<file path="config.mk">
export PLATFORM = sky130hd
export DESIGN_NAME = vga_sync_decoder
export DESIGN_NICKNAME = d
export VERILOG_FILES = /design/src/rtl/vga_sync_decoder.sv
export SDC_FILE = /design/constraint.sdc
export NUM_CORES = 1
export LEC_CHECK = 0
export CORE_ASPECT_RATIO = 2
export CORE_UTILIZATION = 54
export CTS_CLUSTER_DIAMETER = 80
export DETAILED_ROUTE_END_ITERATION = 10
export PLACE_DENSITY = 0.89
export SYNTH_ARGS = -nofsm -noshare
export SYNTH_HDL_FRONTEND = slang
export SYNTH_SLANG_ARGS = --single-unit
</file>
<file path="constraint.sdc">
create_clock -name clk -period 4.5 [get_ports clk]
set_input_delay 0.45 -clock clk [delete_from_list [all_inputs] [get_ports clk]]
set_output_delay 0.45 -clock clk [all_outputs]
set_load 0.005 [all_outputs]
</file>
<file path="src/rtl/vga_sync_decoder.sv">
// vga_sync_decoder
//   Recovers pixel coordinates from a raw VGA stream (HS/VS plus RGB). It
//   measures every line and frame against the nominal timing, and locks once
//   it has seen one complete, well-formed frame. While locked it emits each
//   visible pixel together with its (x,y) position.
//
// Ports
//   clk, reset            system clock, synchronous active-high reset
//   pix_en                pixel strobe; nothing is sampled or advanced without it
//   vga_hs, vga_vs        active-low sync inputs
//   vga_r/g/b [7:0]       pixel colour inputs
//   pix_r/g/b [7:0]       captured colour, qualified by pix_valid
//   pix_x/y   [9:0]       visible-area coordinates, qualified by pix_valid
//   pix_valid             one-clk pulse per visible pixel
//   line_start            one-clk pulse at h=0 of each visible line
//   frame_start           one-clk pulse at h=0 of the first visible line
//   locked                timing has been verified
module vga_sync_decoder #(
  parameter int H_SYNC   = 96,
  parameter int H_BACK   = 48,
  parameter int H_ACTIVE = 640,
  parameter int H_FRONT  = 16,
  parameter int V_SYNC   = 2,
  parameter int V_BACK   = 33,
  parameter int V_ACTIVE = 480,
  parameter int V_FRONT  = 10
) (
  input  logic       clk,
  input  logic       reset,
  input  logic       pix_en,
  input  logic       vga_hs,
  input  logic       vga_vs,
  input  logic [7:0] vga_r,
  input  logic [7:0] vga_g,
  input  logic [7:0] vga_b,
  output logic [7:0] pix_r,
  output logic [7:0] pix_g,
  output logic [7:0] pix_b,
  output logic [9:0] pix_x,
  output logic [9:0] pix_y,
  output logic       pix_valid,
  output logic       line_start,
  output logic       frame_start,
  output logic       locked
);

  localparam logic [11:0] H_TOTAL = 12'(H_SYNC + H_BACK + H_ACTIVE + H_FRONT);
  localparam logic [10:0] V_TOTAL = 11'(V_SYNC + V_BACK + V_ACTIVE + V_FRONT);
  localparam logic [10:0] H_VIS0  = 11'(H_SYNC + H_BACK);
  localparam logic [10:0] H_VIS1  = 11'(H_SYNC + H_BACK + H_ACTIVE);
  localparam logic [9:0]  V_VIS0  = 10'(V_SYNC + V_BACK);
  localparam logic [9:0]  V_VIS1  = 10'(V_SYNC + V_BACK + V_ACTIVE);

  typedef enum logic [1:0] {UNLOCKED, CHECK, LOCKED} state_t;
  state_t state, state_nxt;

  logic        s1_hs, s1_vs;
  logic [7:0]  s1_r, s1_g, s1_b;
  logic        hs_prev;    // s1_hs one sample back, for falling-edge detect
  logic        vs_at_hs;   // s1_vs as seen at the previous HS edge
  logic [10:0] h_cnt;
  logic [9:0]  v_cnt;
  logic        line_err;

  logic        hs_edge, vs_edge, h_bad, h_sat, frame_ok, vis_h, vis_v, lock_nxt;
  logic [10:0] h_nxt;
  logic [9:0]  v_nxt;
  logic [11:0] h_len;
  logic [10:0] v_len;

  // Edges are qualified with pix_en so every downstream decision only moves
  // on a pixel sample.
  assign hs_edge = pix_en && !s1_hs && hs_prev;
  // VS is only looked at on HS edges; a VS fall mid-line waits for the next one.
  assign vs_edge = hs_edge && !s1_vs && vs_at_hs;

  assign h_len = {1'b0, h_cnt} + 12'd1;
  assign v_len = {1'b0, v_cnt} + 11'd1;
  assign h_bad = hs_edge && (h_len != H_TOTAL);

  always_comb begin
    h_nxt = h_cnt;
    if (hs_edge)               h_nxt = '0;
    else if (h_cnt != 11'h7FF) h_nxt = h_cnt + 11'd1;
  end

  always_comb begin
    v_nxt = v_cnt;
    if (vs_edge)                        v_nxt = '0;
    else if (hs_edge && v_cnt != 10'h3FF) v_nxt = v_cnt + 10'd1;
  end

  assign h_sat    = pix_en && (h_nxt == 11'h7FF);
  // The line closed by this same edge counts toward the frame being judged.
  assign frame_ok = (v_len == V_TOTAL) && !line_err && !h_bad;

  always_comb begin
    state_nxt = state;
    case (state)
      UNLOCKED: if (vs_edge) state_nxt = CHECK;
      CHECK:    if (vs_edge) state_nxt = frame_ok ? LOCKED : UNLOCKED;
      LOCKED:   if (h_bad || h_sat || (vs_edge && !frame_ok)) state_nxt = UNLOCKED;
      default:  state_nxt = UNLOCKED;
    endcase
  end

  always_ff @(posedge clk) begin
    if (reset) state <= UNLOCKED;
    else       state <= state_nxt;
  end

  assign locked   = (state == LOCKED);
  assign lock_nxt = (state_nxt == LOCKED);
  assign vis_h    = (h_nxt >= H_VIS0) && (h_nxt < H_VIS1);
  assign vis_v    = (v_nxt >= V_VIS0) && (v_nxt < V_VIS1);

  always_ff @(posedge clk) begin
    if (reset) begin
      s1_hs       <= 1'b1;
      s1_vs       <= 1'b1;
      s1_r        <= '0;
      s1_g        <= '0;
      s1_b        <= '0;
      hs_prev     <= 1'b1;
      vs_at_hs    <= 1'b1;
      h_cnt       <= '0;
      v_cnt       <= '0;
      line_err    <= 1'b0;
      pix_valid   <= 1'b0;
      line_start  <= 1'b0;
      frame_start <= 1'b0;
      pix_x       <= '0;
      pix_y       <= '0;
      pix_r       <= '0;
      pix_g       <= '0;
      pix_b       <= '0;
    end else begin
      pix_valid   <= 1'b0;
      line_start  <= 1'b0;
      frame_start <= 1'b0;
      if (pix_en) begin
        s1_hs    <= vga_hs;
        s1_vs    <= vga_vs;
        s1_r     <= vga_r;
        s1_g     <= vga_g;
        s1_b     <= vga_b;
        hs_prev  <= s1_hs;
        if (hs_edge) vs_at_hs <= s1_vs;
        h_cnt    <= h_nxt;
        v_cnt    <= v_nxt;
        line_err <= vs_edge ? 1'b0 : (line_err | h_bad);
        if (lock_nxt && vis_h && vis_v) begin
          pix_valid <= 1'b1;
          pix_x     <= 10'(h_nxt - H_VIS0);
          pix_y     <= v_nxt - V_VIS0;
          pix_r     <= s1_r;
          pix_g     <= s1_g;
          pix_b     <= s1_b;
        end
        line_start  <= lock_nxt && hs_edge && vis_v;
        frame_start <= lock_nxt && hs_edge && (v_nxt == V_VIS0);
      end
    end
  end

endmodule

</file>
==> impl_metrics.csv <==
group,metric,value,unit
status,status,"finished clean",
finish,area_growth,21.3,%
sta,fmax,260,MHz
global_route,use_met2,0.516,
die,die_w,70.3,um
sta,hold_viol,0,
setup_path,path_class,"reg2reg",
power,ir_drop,0.271,mV
global_route,grt.overflow.total,0,
routing,route.vias.total,4842,
global_route,grt_antenna_before_repair,0,
logic_synthesis,synth_edf_count,0,
global_route,grt_pass1_vias,4734,
logic_synthesis,ys_ff_latch,99,
logic_synthesis,synth.avg_cell_area,8.49,um^2
power,power_leakage,2.24,nW
placed_design,post-place-ws,0.768,ns
placed_design,dpl_cell_area,5800,um^2
sta,worst_slew_pin_slew,0.837,ns
routing,drt_wl_total,14.2,mm
finish,diodes,0,
clock_network,cts_num_sinks,99,
logic_synthesis,ys_warn_count,0,
placed_design,hpwl,9.94,mm
clock_network,h-tree-depth,3,
routing,routedWlPerCell,18.8,um
finish,instances_no_fill,753,
placed_design,portBuffers,76,
setup_path,r2r_cells,13,
logic_synthesis,async_flop_share,0,
clock_network,post_cts_buffers,0,
power,p_per_area,300,nW/um^2
clock_network,cts_inserted_buffers,9,
job,drv_cap,0,
sta,timing.final.crit_share,0.855,
routing,route.detailed.drc,0,
finish,layout-drive-gt1-share,0.0845,
clock_network,cts_hold_buf,0,
logic_synthesis,ys.flop_type,"dfxtp_1",
setup_path,start_kind,"flop",
die,start_util,0.560,
global_route,busiest_layer,"met2",
sta,slew_headroom,0.442,
setup_path,cp-end-kind,"flop",
logic_synthesis,yosysSeqAreaShare,0.393,
global_route,use_met3,0.0487,
setup_path,cp.arrival,4.03,ns
finish,fin_nets,682,
hold_path,holdPathStages,1,
routing,viasPerCell,6.43,
clock_network,worst_skew_pair.late_latency,0.35,ns
hold_path,hold_path_class,"reg2reg",
clock_network,cts_tree,"built",
sta,slew_violations,0,
sta,skew,0.00733,ns
sta,rsz0062_at_grt,"no",
global_route,grt_start_max_net_pins,47,
clock_network,cts_buffer_depth,2,
placed_design,routabilityCongestion,0.916,
sta,layout_setup_ws,0.651,ns
logic_synthesis,synthDistinctLibCells,69,
die,die_h,139,um
logic_synthesis,synth_nets,630,
die,dieArea,9760,um^2
finish,multiInputGateArea,2740,um^2
setup_path,crit_path_max_fanout,22,
global_route,grt_pass1_wl,22.8,mm
clock_network,root_buffer,"clkbuf_16",
clock_network,clkTransAtPathRegs,0.07,ns
die,rows,49,
finish,fill_cells,696,
clock_network,ctsResizeCount,0,
sta,setup_tns,0,ns
sta,setup_violations,0,
logic_synthesis,netlist_area,5040,um^2
setup_path,required,4.68,ns
die,core_area,9010,um^2
global_route,grt_util_met1,0.306,
placed_design,dp_cells,737,
logic_synthesis,synthesis.instances,594,
sta,period_needed,3.85,ns
die,num_io_pins,77,
finish,final_cell_area,6120,um^2
routing,first_iter_violations,442,
global_route,grt_usage,0.290,
routing,dr.pass1.iters,5,
finish,register_area,1980,um^2
routing,ant_nets,0,
-- worst max-delay path, cell delays in order (launching register included) --
cell and delay, ns:
dfxtp_1 0.52, ha_1 0.23, nand2_1 0.21, nor4_4 0.33, nor2_1 0.08, nor2_1 0.30, ha_1 0.25, nand2_1 0.06
nor4_1 0.29, a211oi_2 0.18, or3_1 0.60, buf_4 0.30, o21ai_0 0.21, a21oi_1 0.11
-- cell usage in the layout, fill, tap and decap left out, types with 3 or more instances in the layout --
cell type / Yosys / layout
a211oi_1: 14 / 14
or3_1: 4 / 4
o211ai_1: 3 / 3
inv_1: 15 / 15
xor2_1: 5 / 5
mux2i_1: 34 / 34
a31oi_1: 9 / 9
xnor2_1: 13 / 13
buf_4: 6 / 19
and3_1: 8 / 8
clkbuf_16: 0 / 9
clkdlybuf4s50_1: 0 / 74
nor4_1: 5 / 5
nor3_1: 9 / 9
nor2b_1: 5 / 5
nand3_1: 40 / 40
dfxtp_1: 99 / 99
nand4b_1: 3 / 3
nand2_1: 28 / 28
o211a_1: 3 / 3
o21ai_0: 43 / 43
ha_1: 7 / 7
nand2b_1: 5 / 5
nor2_1: 54 / 54
and4_1: 3 / 3
a211oi_2: 3 / 3
clkinv_4: 0 / 3
nand4_1: 14 / 14
a21oi_1: 61 / 61
and2_1: 7 / 7
-- stage by stage --
stage / total power (W) / utilization / hold slack [ns]
floorplan: 0.000990 / - / 0.413
global placement: 0.00103 / 0.643 / 0.426
detailed placement: 0.00104 / 0.643 / 0.436
CTS: 0.00184 / 0.679 / 0.447
global route: 0.00189 / 0.679 / 0.457
finish: 0.00183 / 0.679 / 0.447
-- routing by layer --
layer,up-vias,wire length (um),share of wire
li1,2243,-,-
met1,2309,5080,0.36
met2,236,7570,0.53
met3,54,824,0.058
met4,0,713,0.050
met5,-,0,0
-- layout make-up --
class / count / share of cell area
Multi-Input combinational cell: 425 / 0.447
Sequential cell: 99 / 0.324
Timing Repair Buffer: 95 / 0.146
Clock buffer: 9 / 0.0368
Tap cell: 102 / 0.0209
Clock inverter: 7 / 0.0155
Inverter: 16 / 0.00981
-- registers in the layout, indices dropped and copies added (netlist names), 2 cells and up --
register / count
pix_b: 8
h_cnt: 11
s1_g: 8
pix_g: 8
pix_y: 10
s1_b: 8
state: 2
s1_r: 8
pix_r: 8
v_cnt: 10
pix_x: 10
-- final timing paths --
check | end | startpoint | slack, ns
worst min-delay path | state[0] | state[1] | 0.45
worst max-delay path | pix_g[3] | h_cnt[1] | 0.65
worst min register to register | state[0] | state[1] | 0.45
worst max register to register | pix_g[3] | h_cnt[1] | 0.65
-- kinds of logic after synthesis --
logic type / synth area share
AO/OA/AOI/OAI: 0.208
multiplexers: 0.0675
flip-flops: 0.393
XOR/XNOR: 0.0312
adder cells (fa/ha/maj): 0.0174
buffers and inverters: 0.0660
AND/OR/NAND/NOR: 0.217
-- where the power goes --
part / total [W] / switching, W / internal (W)
Sequential: 0.000909 / 0.0000151 / 0.000894
Combinational: 0.000111 / 0.0000598 / 0.0000513
Clock: 0.000813 / 0.000367 / 0.000447
Total: 0.00183 / 0.000442 / 0.00139
-- cell usage after synthesis (4+ instances only) --
cell type / n / area share
dfxtp_1: 99 / 0.39
nor4_1: 5 / 0.0062
and3_1: 8 / 0.0099
xnor2_1: 13 / 0.023
xor2_1: 5 / 0.0087
clkbuf_1: 28 / 0.021
or3_1: 4 / 0.0050
mux2i_1: 34 / 0.067
inv_1: 15 / 0.011
a21oi_1: 61 / 0.061
nor2_1: 54 / 0.040
o21ai_0: 43 / 0.043
nand2_1: 28 / 0.021
a211oi_1: 14 / 0.021
and2_1: 7 / 0.0087
buf_6: 4 / 0.0089
buf_4: 6 / 0.0089
nand2b_1: 5 / 0.0062
nor3_1: 9 / 0.0089
a31oi_1: 9 / 0.011
buf_2: 13 / 0.013
nor2b_1: 5 / 0.0062
nand4_1: 14 / 0.017
nand3_1: 40 / 0.040
ha_1: 7 / 0.017
No activity file was read; power rests on OpenSTA's default activity.
